$ cat config.mk
export PLATFORM = sky130hd
export DESIGN_NAME = score_counter_bank_flat
export DESIGN_NICKNAME = d
export VERILOG_FILES = /design/src/rtl/score_counter_bank_if.sv /design/src/rtl/score_counter_bank.sv /design/src/flat_wrapper.sv
export SDC_FILE = /design/constraint.sdc
export NUM_CORES = 1
export LEC_CHECK = 0
export ABC_AREA = 1
export CORE_MARGIN = 2
export CORE_UTILIZATION = 45
export CTS_BUF_LIST = sky130_fd_sc_hd__clkbuf_8
export DETAILED_ROUTE_END_ITERATION = 6
export PLACE_DENSITY_LB_ADDON = 0.05
export SETUP_SLACK_MARGIN = 0.2
export SYNTH_ARGS = -nofsm -noshare
export SYNTH_HDL_FRONTEND = slang
export SYNTH_SLANG_ARGS = --single-unit
export TNS_END_PERCENT = 10
$ cat constraint.sdc
create_clock -name clk -period 1.3 [get_ports clk]
set_clock_uncertainty 0.1 [all_clocks]
set_input_delay 0.26 -clock clk [delete_from_list [all_inputs] [get_ports clk]]
set_output_delay 0.26 -clock clk [all_outputs]
set_load 0.02 [all_outputs]
$ cat src/rtl/score_counter_bank_if.sv
// Bus between the ball/video logic and the score keeper. The video side
// drives the master modport and the score bank takes the slave modport.
interface score_counter_bank_if #(
    parameter int unsigned PLAYERS = 2,
    parameter int unsigned DIGITS  = 2
);
    logic                        _attract;
    logic                        _hvid;
    logic                        hblank;
    logic [PLAYERS-1:0]          side;
    logic [1:0]                  win_sel;
    logic                        _miss;
    logic                        score_evt;
    logic                        stop_g;
    logic [PLAYERS-1:0]          winner;
    logic [PLAYERS*DIGITS*4-1:0] score;

    modport master (
        output _attract, _hvid, hblank, side, win_sel,
        input  _miss, score_evt, stop_g, winner, score
    );

    modport slave (
        input  _attract, _hvid, hblank, side, win_sel,
        output _miss, score_evt, stop_g, winner, score
    );
endinterface

$ cat src/rtl/score_counter_bank.sv
// Synchronous N-player BCD score keeper: detects misses on blanking entry,
// credits flagged players, and ends the game at a DIP-selected threshold.
module score_counter_bank #(
    parameter int unsigned PLAYERS = 2,
    parameter int unsigned DIGITS  = 2,
    parameter int unsigned WIN_A   = 11,
    parameter int unsigned WIN_B   = 15,
    parameter int unsigned WIN_C   = 21
) (
    input  logic                 clk,
    input  logic                 _reset,
    input  logic                 srst,
    score_counter_bank_if.slave  bus
);
    localparam int unsigned SW = DIGITS * 4;
    localparam int unsigned TW = SW + 4;
    localparam logic [SW-1:0] MAX_BCD = {DIGITS{4'h9}};

    // Thresholds carry one spare digit so values beyond the score range never match.
    function automatic logic [TW-1:0] to_bcd(input int unsigned v);
        logic [TW-1:0] res;
        int unsigned   r;
        res = '0;
        r   = v;
        for (int unsigned i = 0; i < DIGITS + 1; i++) begin
            res[i*4 +: 4] = 4'(r % 10);
            r = r / 10;
        end
        return res;
    endfunction

    function automatic logic [SW-1:0] bcd_inc(input logic [SW-1:0] v);
        logic [SW-1:0] r;
        logic          c;
        r = v;
        c = 1'b1;
        for (int unsigned i = 0; i < DIGITS; i++) begin
            if (c) begin
                if (r[i*4 +: 4] == 4'd9) begin
                    r[i*4 +: 4] = 4'd0;
                end else begin
                    r[i*4 +: 4] = r[i*4 +: 4] + 4'd1;
                    c = 1'b0;
                end
            end
        end
        return r;
    endfunction

    localparam logic [TW-1:0] THR_A = to_bcd(WIN_A);
    localparam logic [TW-1:0] THR_B = to_bcd(WIN_B);
    localparam logic [TW-1:0] THR_C = to_bcd(WIN_C);

    logic                   miss_raw;
    logic                   miss_q;
    logic                   miss_d;
    logic                   detect;
    logic                   miss_n_q;
    logic                   evt_q;
    logic                   stop_g;
    logic                   limit_en;
    logic [TW-1:0]          thr;
    logic [PLAYERS-1:0]     inc_en;
    logic [PLAYERS-1:0]     win_now;
    logic [PLAYERS-1:0]     winner_q;
    logic [PLAYERS*SW-1:0]  score_q;

    assign miss_raw = ~bus._hvid & bus.hblank & bus._attract;
    assign detect   = miss_q & ~miss_d;
    assign stop_g   = |winner_q;
    assign limit_en = (bus.win_sel != 2'b11);

    always_comb begin
        case (bus.win_sel)
            2'b00:   thr = THR_A;
            2'b01:   thr = THR_B;
            2'b10:   thr = THR_C;
            default: thr = '1;
        endcase
    end

    // BCD digits order like binary, so a plain magnitude compare is exact.
    always_comb begin
        inc_en  = '0;
        win_now = '0;
        for (int unsigned p = 0; p < PLAYERS; p++) begin
            inc_en[p]  = detect & bus.side[p] & ~stop_g & ~srst &
                         (score_q[p*SW +: SW] != MAX_BCD);
            win_now[p] = limit_en & ({4'h0, score_q[p*SW +: SW]} >= thr);
        end
    end

    always_ff @(posedge clk or negedge _reset) begin
        if (!_reset) begin
            miss_q   <= 1'b0;
            miss_d   <= 1'b0;
            miss_n_q <= 1'b1;
            evt_q    <= 1'b0;
            winner_q <= '0;
            score_q  <= '0;
        end else begin
            miss_q   <= miss_raw;
            miss_d   <= miss_q;
            miss_n_q <= ~detect;
            evt_q    <= |inc_en;
            if (srst) begin
                score_q  <= '0;
                winner_q <= '0;
            end else begin
                for (int unsigned p = 0; p < PLAYERS; p++) begin
                    if (inc_en[p]) begin
                        score_q[p*SW +: SW] <= bcd_inc(score_q[p*SW +: SW]);
                    end
                end
                winner_q <= win_now;
            end
        end
    end

    assign bus._miss     = miss_n_q;
    assign bus.score_evt = evt_q;
    assign bus.stop_g    = stop_g;
    assign bus.winner    = winner_q;
    assign bus.score     = score_q;
endmodule
$ cat src/flat_wrapper.sv
// flat-port wrapper written by rule: the top's interface ports become plain ports
module score_counter_bank_flat 
#(
    parameter int unsigned PLAYERS = 2,
    parameter int unsigned DIGITS  = 2,
    parameter int unsigned WIN_A   = 11,
    parameter int unsigned WIN_B   = 15,
    parameter int unsigned WIN_C   = 21
)
  (clk, _reset, srst, bus__attract, bus__hvid, bus_hblank, bus_side, bus_win_sel, bus__miss, bus_score_evt, bus_stop_g, bus_winner, bus_score);
  score_counter_bank_if #(.PLAYERS(PLAYERS), .DIGITS(DIGITS)) bus_i ();
  input  logic clk;
  input  logic _reset;
  input  logic srst;
  input wire logic [$bits(bus_i._attract)-1:0] bus__attract;
  input wire logic [$bits(bus_i._hvid)-1:0] bus__hvid;
  input wire logic [$bits(bus_i.hblank)-1:0] bus_hblank;
  input wire logic [$bits(bus_i.side)-1:0] bus_side;
  input wire logic [$bits(bus_i.win_sel)-1:0] bus_win_sel;
  output wire logic [$bits(bus_i._miss)-1:0] bus__miss;
  output wire logic [$bits(bus_i.score_evt)-1:0] bus_score_evt;
  output wire logic [$bits(bus_i.stop_g)-1:0] bus_stop_g;
  output wire logic [$bits(bus_i.winner)-1:0] bus_winner;
  output wire logic [$bits(bus_i.score)-1:0] bus_score;
  assign bus_i._attract = bus__attract;
  assign bus_i._hvid = bus__hvid;
  assign bus_i.hblank = bus_hblank;
  assign bus_i.side = bus_side;
  assign bus_i.win_sel = bus_win_sel;
  assign bus__miss = bus_i._miss;
  assign bus_score_evt = bus_i.score_evt;
  assign bus_stop_g = bus_i.stop_g;
  assign bus_winner = bus_i.winner;
  assign bus_score = bus_i.score;
  score_counter_bank #(.PLAYERS(PLAYERS), .DIGITS(DIGITS), .WIN_A(WIN_A), .WIN_B(WIN_B), .WIN_C(WIN_C)) u_core (.clk(clk), ._reset(_reset), .srst(srst), .bus(bus_i));
endmodule
==> out/qor.yml <==
drt-pass1-iter-count: 4
route.vias.total: 1647
drc: 0
antenna_left: 0
grt_pass1_vias: 1615
antenna_found_initial: 0
maxSlewHeadroom_pct: 77.0
worst_ir_drop_vdd_mv: 0.336
swShare_pct: 25.7
synth_seq_area_share_pct: 35.7
hold_viol: 0
ys_seq_elements: 22
cts_buffers: 3
stdcell_area_mm2: 0.00260
worstPathMaxFanout: 4
cts_hold_buf: 0
critical_path_required_ps: 1400
synth_compound_area_share_pct: 7.11
h-tree-depth: 1
power_leakage_nw: 1.34
p_int_uw: 995
synth_top_family_by_area: "simple AND/OR/NAND/NOR gates"
syn_area_per_cell_um2: 7.86
worstSetupPathType: "reg2reg"
hp-class: "in2async"
die_h_um: 62.6
synth-xor-area-share_pct: 3.96
postSynthCellCount: 197
track_usage_pct: 22.3
ioPinCount: 31
drt_wl_total_um: 4310
grt_max_degree: 23
worst_slew_pin_slew_ps: 345
worst-r2r-setup-slack_ps: -190
synthAdderAreaFrac_pct: 16.2
final.setup.worst_slack_ps: -189
synth_top_area_share_pct: 34.0
fmax_ghz: 0.671
p_total_mw: 1.34
worst_ep_arrival_time_ps: 1590
clock_path_buffers: 2
wl_per_cell_um: 13.3
start_kind: "flop"
violations: "setup timing"
die_w_um: 62.6
endpoint_kind: "flop"
setup_viol: 22
power_density_mw_per_mm2: 515
synthMuxAreaShare_pct: 0
clkSinkCount: 22
final_layout_size_suffix_gt1_share_pct: 48.4
yosysUniqueCellTypes: 25
dp_hpwl_um: 2940
dieArea_mm2: 0.00392
num_rows: 21
clock_latency_ps: 260
grt_use_met2_pct: 40.1
p_seq_share_pct: 52.0
finalCriticalPeriod_ps: 1490
p_clk_share_pct: 32.8
root_buffer: "clkbuf_8"
status: "finished, violations left"
overflow: 0
initial_utilization_pct: 46.7
port_buffers: 30
path_clk_slew_ps: 80
synth_area_leader_cell: "dfrtp_1"
slew_violations: 0
synthSimpleGateAreaFrac_pct: 29.6
synth_area_mm2: 0.00155
top_usage_layer: "met2"
rsz0062_at_grt: "yes"
use_met1_pct: 27.3
fin_crit_sh_pct: 115
place_area_mm2: 0.00219
syn_nets: 227
cap_viol_max_count: 0
cts_tree: "done"
grt_pass1_wl_um: 7110
synth_area_leaders: "dfrtp_1, ha_1, nand2_1"
use_met3_pct: 2.52
final_nets: 310
antennaDiodeCount: 0
preCtsSetupSlack_ps: -719
via_per_inst: 5.07
place.gp.congestion: 0.931
rr_worst_depth: 10
pwr-share-comb_pct: 15.3
syn_to_final_growth_pct: 68.1
hold_ws_ps: 266
yosys_warnings: 0
power.switching_uw: 345
core_area_mm2: 0.00331
drtIter0Drc: 79
## worst max-delay path, stage by stage (launching register included)
cell and delay (ps):
dfrtp_2 420, inv_2 80, ha_4 130, nand2_2 60
nor2_4 110, nand2_2 90, nand3_4 110, nand2_4 80
nand2_4 100, nand2_1 70, nand2_1 70
## final timing paths
check | startpoint | endpoint
worst max-delay path | u_core.bus.score[1]$_DFFE_PN0P_ | u_core.bus.score[6]$_DFFE_PN0P_
worst min-delay path | _reset | u_core.bus.score[6]$_DFFE_PN0P_
worst max register to register | u_core.bus.score[1]$_DFFE_PN0P_ | u_core.bus.score[6]$_DFFE_PN0P_
worst min register to register | u_core.miss_q$_DFF_PN0_ | u_core.miss_d$_DFF_PN0_
max in group asynchronous | _reset | u_core.bus._miss$_DFF_PN1_
min in group clk | u_core.miss_q$_DFF_PN0_ | u_core.miss_d$_DFF_PN0_
## final cells by class
class | count | area (um^2)
clock buffers | 3 | 41.3
clock inverters | 1 | 3.75
fillers | 242 | 708
inverters | 29 | 109
multi-input cells | 145 | 1130
flip-flops and latches | 22 | 566
well taps | 46 | 57.6
repair buffers | 79 | 699
## flip-flops by register name, summed over array words and instances, names as in the netlist
name	cells
u_core.miss_q	1
u_core.bus._miss	1
u_core.bus.score_evt	1
u_core.bus.winner	2
u_core.miss_d	1
u_core.bus.score	16
## per-layer routing
metal	vias up	wire length (um)
met5	-	0
met4	0	91
met3	10	93
met2	28	2390
met1	811	1740
li1	798	-
## repair_timing
| action | in CTS | in global routing |
|---|---|---|
| gates resized for setup | 132 | 39 |
| pin swaps | 21 | 18 |
| setup endpoints to repair | 40 | 40 |
| buffers inserted | 6 | 8 |
## cell families (layout without fill, tap and decap cells)
logic type / after synthesis / after routing
fa+ha+maj: 20 / 20
xor+xnor: 7 / 7
flops: 22 / 22
buf+inv: 30 / 112
compound gates: 19 / 19
simple gates: 99 / 99
## layout by cell type (no fill, tap or decap), types with 3 or more instances in the layout
cell type        count
a21oi_1              4
a21oi_2              3
buf_2                4
buf_4               41
buf_6               23
clkbuf_8             3
clkdlybuf4s50_1      7
dfrtp_1             10
dfrtp_2             11
ha_1                12
ha_4                 8
inv_1               25
inv_2                5
nand2_1             45
nand2_2              9
nand2_4              7
nand3_1              7
nand3_2              4
nand4_1              4
nor2_1               8
nor2_4               5
o21ai_1              5
xnor2_1              3
xor2_1               4
## power groups by stage
stage | logic (mW) | registers, mW | clock network [mW]
after floorplan | 0.0678 | 0.715 | 0
after global placement | 0.166 | 0.708 | 0
after detailed placement | 0.173 | 0.708 | 0
after CTS | 0.191 | 0.696 | 0.449
after global routing | 0.224 | 0.698 | 0.486
final | 0.205 | 0.696 | 0.439
## cells in the mapped netlist
cell,number
o21ai_2,1
dfstp_2,1
nor2_4,1
nand2_4,2
o21ai_1,4
nand3_2,2
nor2_1,11
a21boi_0,2
nand2_1,56
buf_4,1
a21oi_1,7
inv_1,29
ha_1,20
o21ai_0,2
o21a_1,2
nand3b_1,2
xor2_1,4
nand4_1,4
nor3_1,4
nor2_2,3
o22ai_1,1
xnor2_1,3
nand3_1,11
dfrtp_1,21
nand2_2,3
## per-stage QoR
stage	setup TNS, ps	cells	utilization (%)
floorplan	-1970	197	-
global placement	-6850	307	66.3
detailed placement	-7310	307	66.3
CTS	-2560	317	72.8
global route	-4110	325	78.6
finish	-2410	325	78.6
No activity file was read; power rests on OpenSTA's default activity.
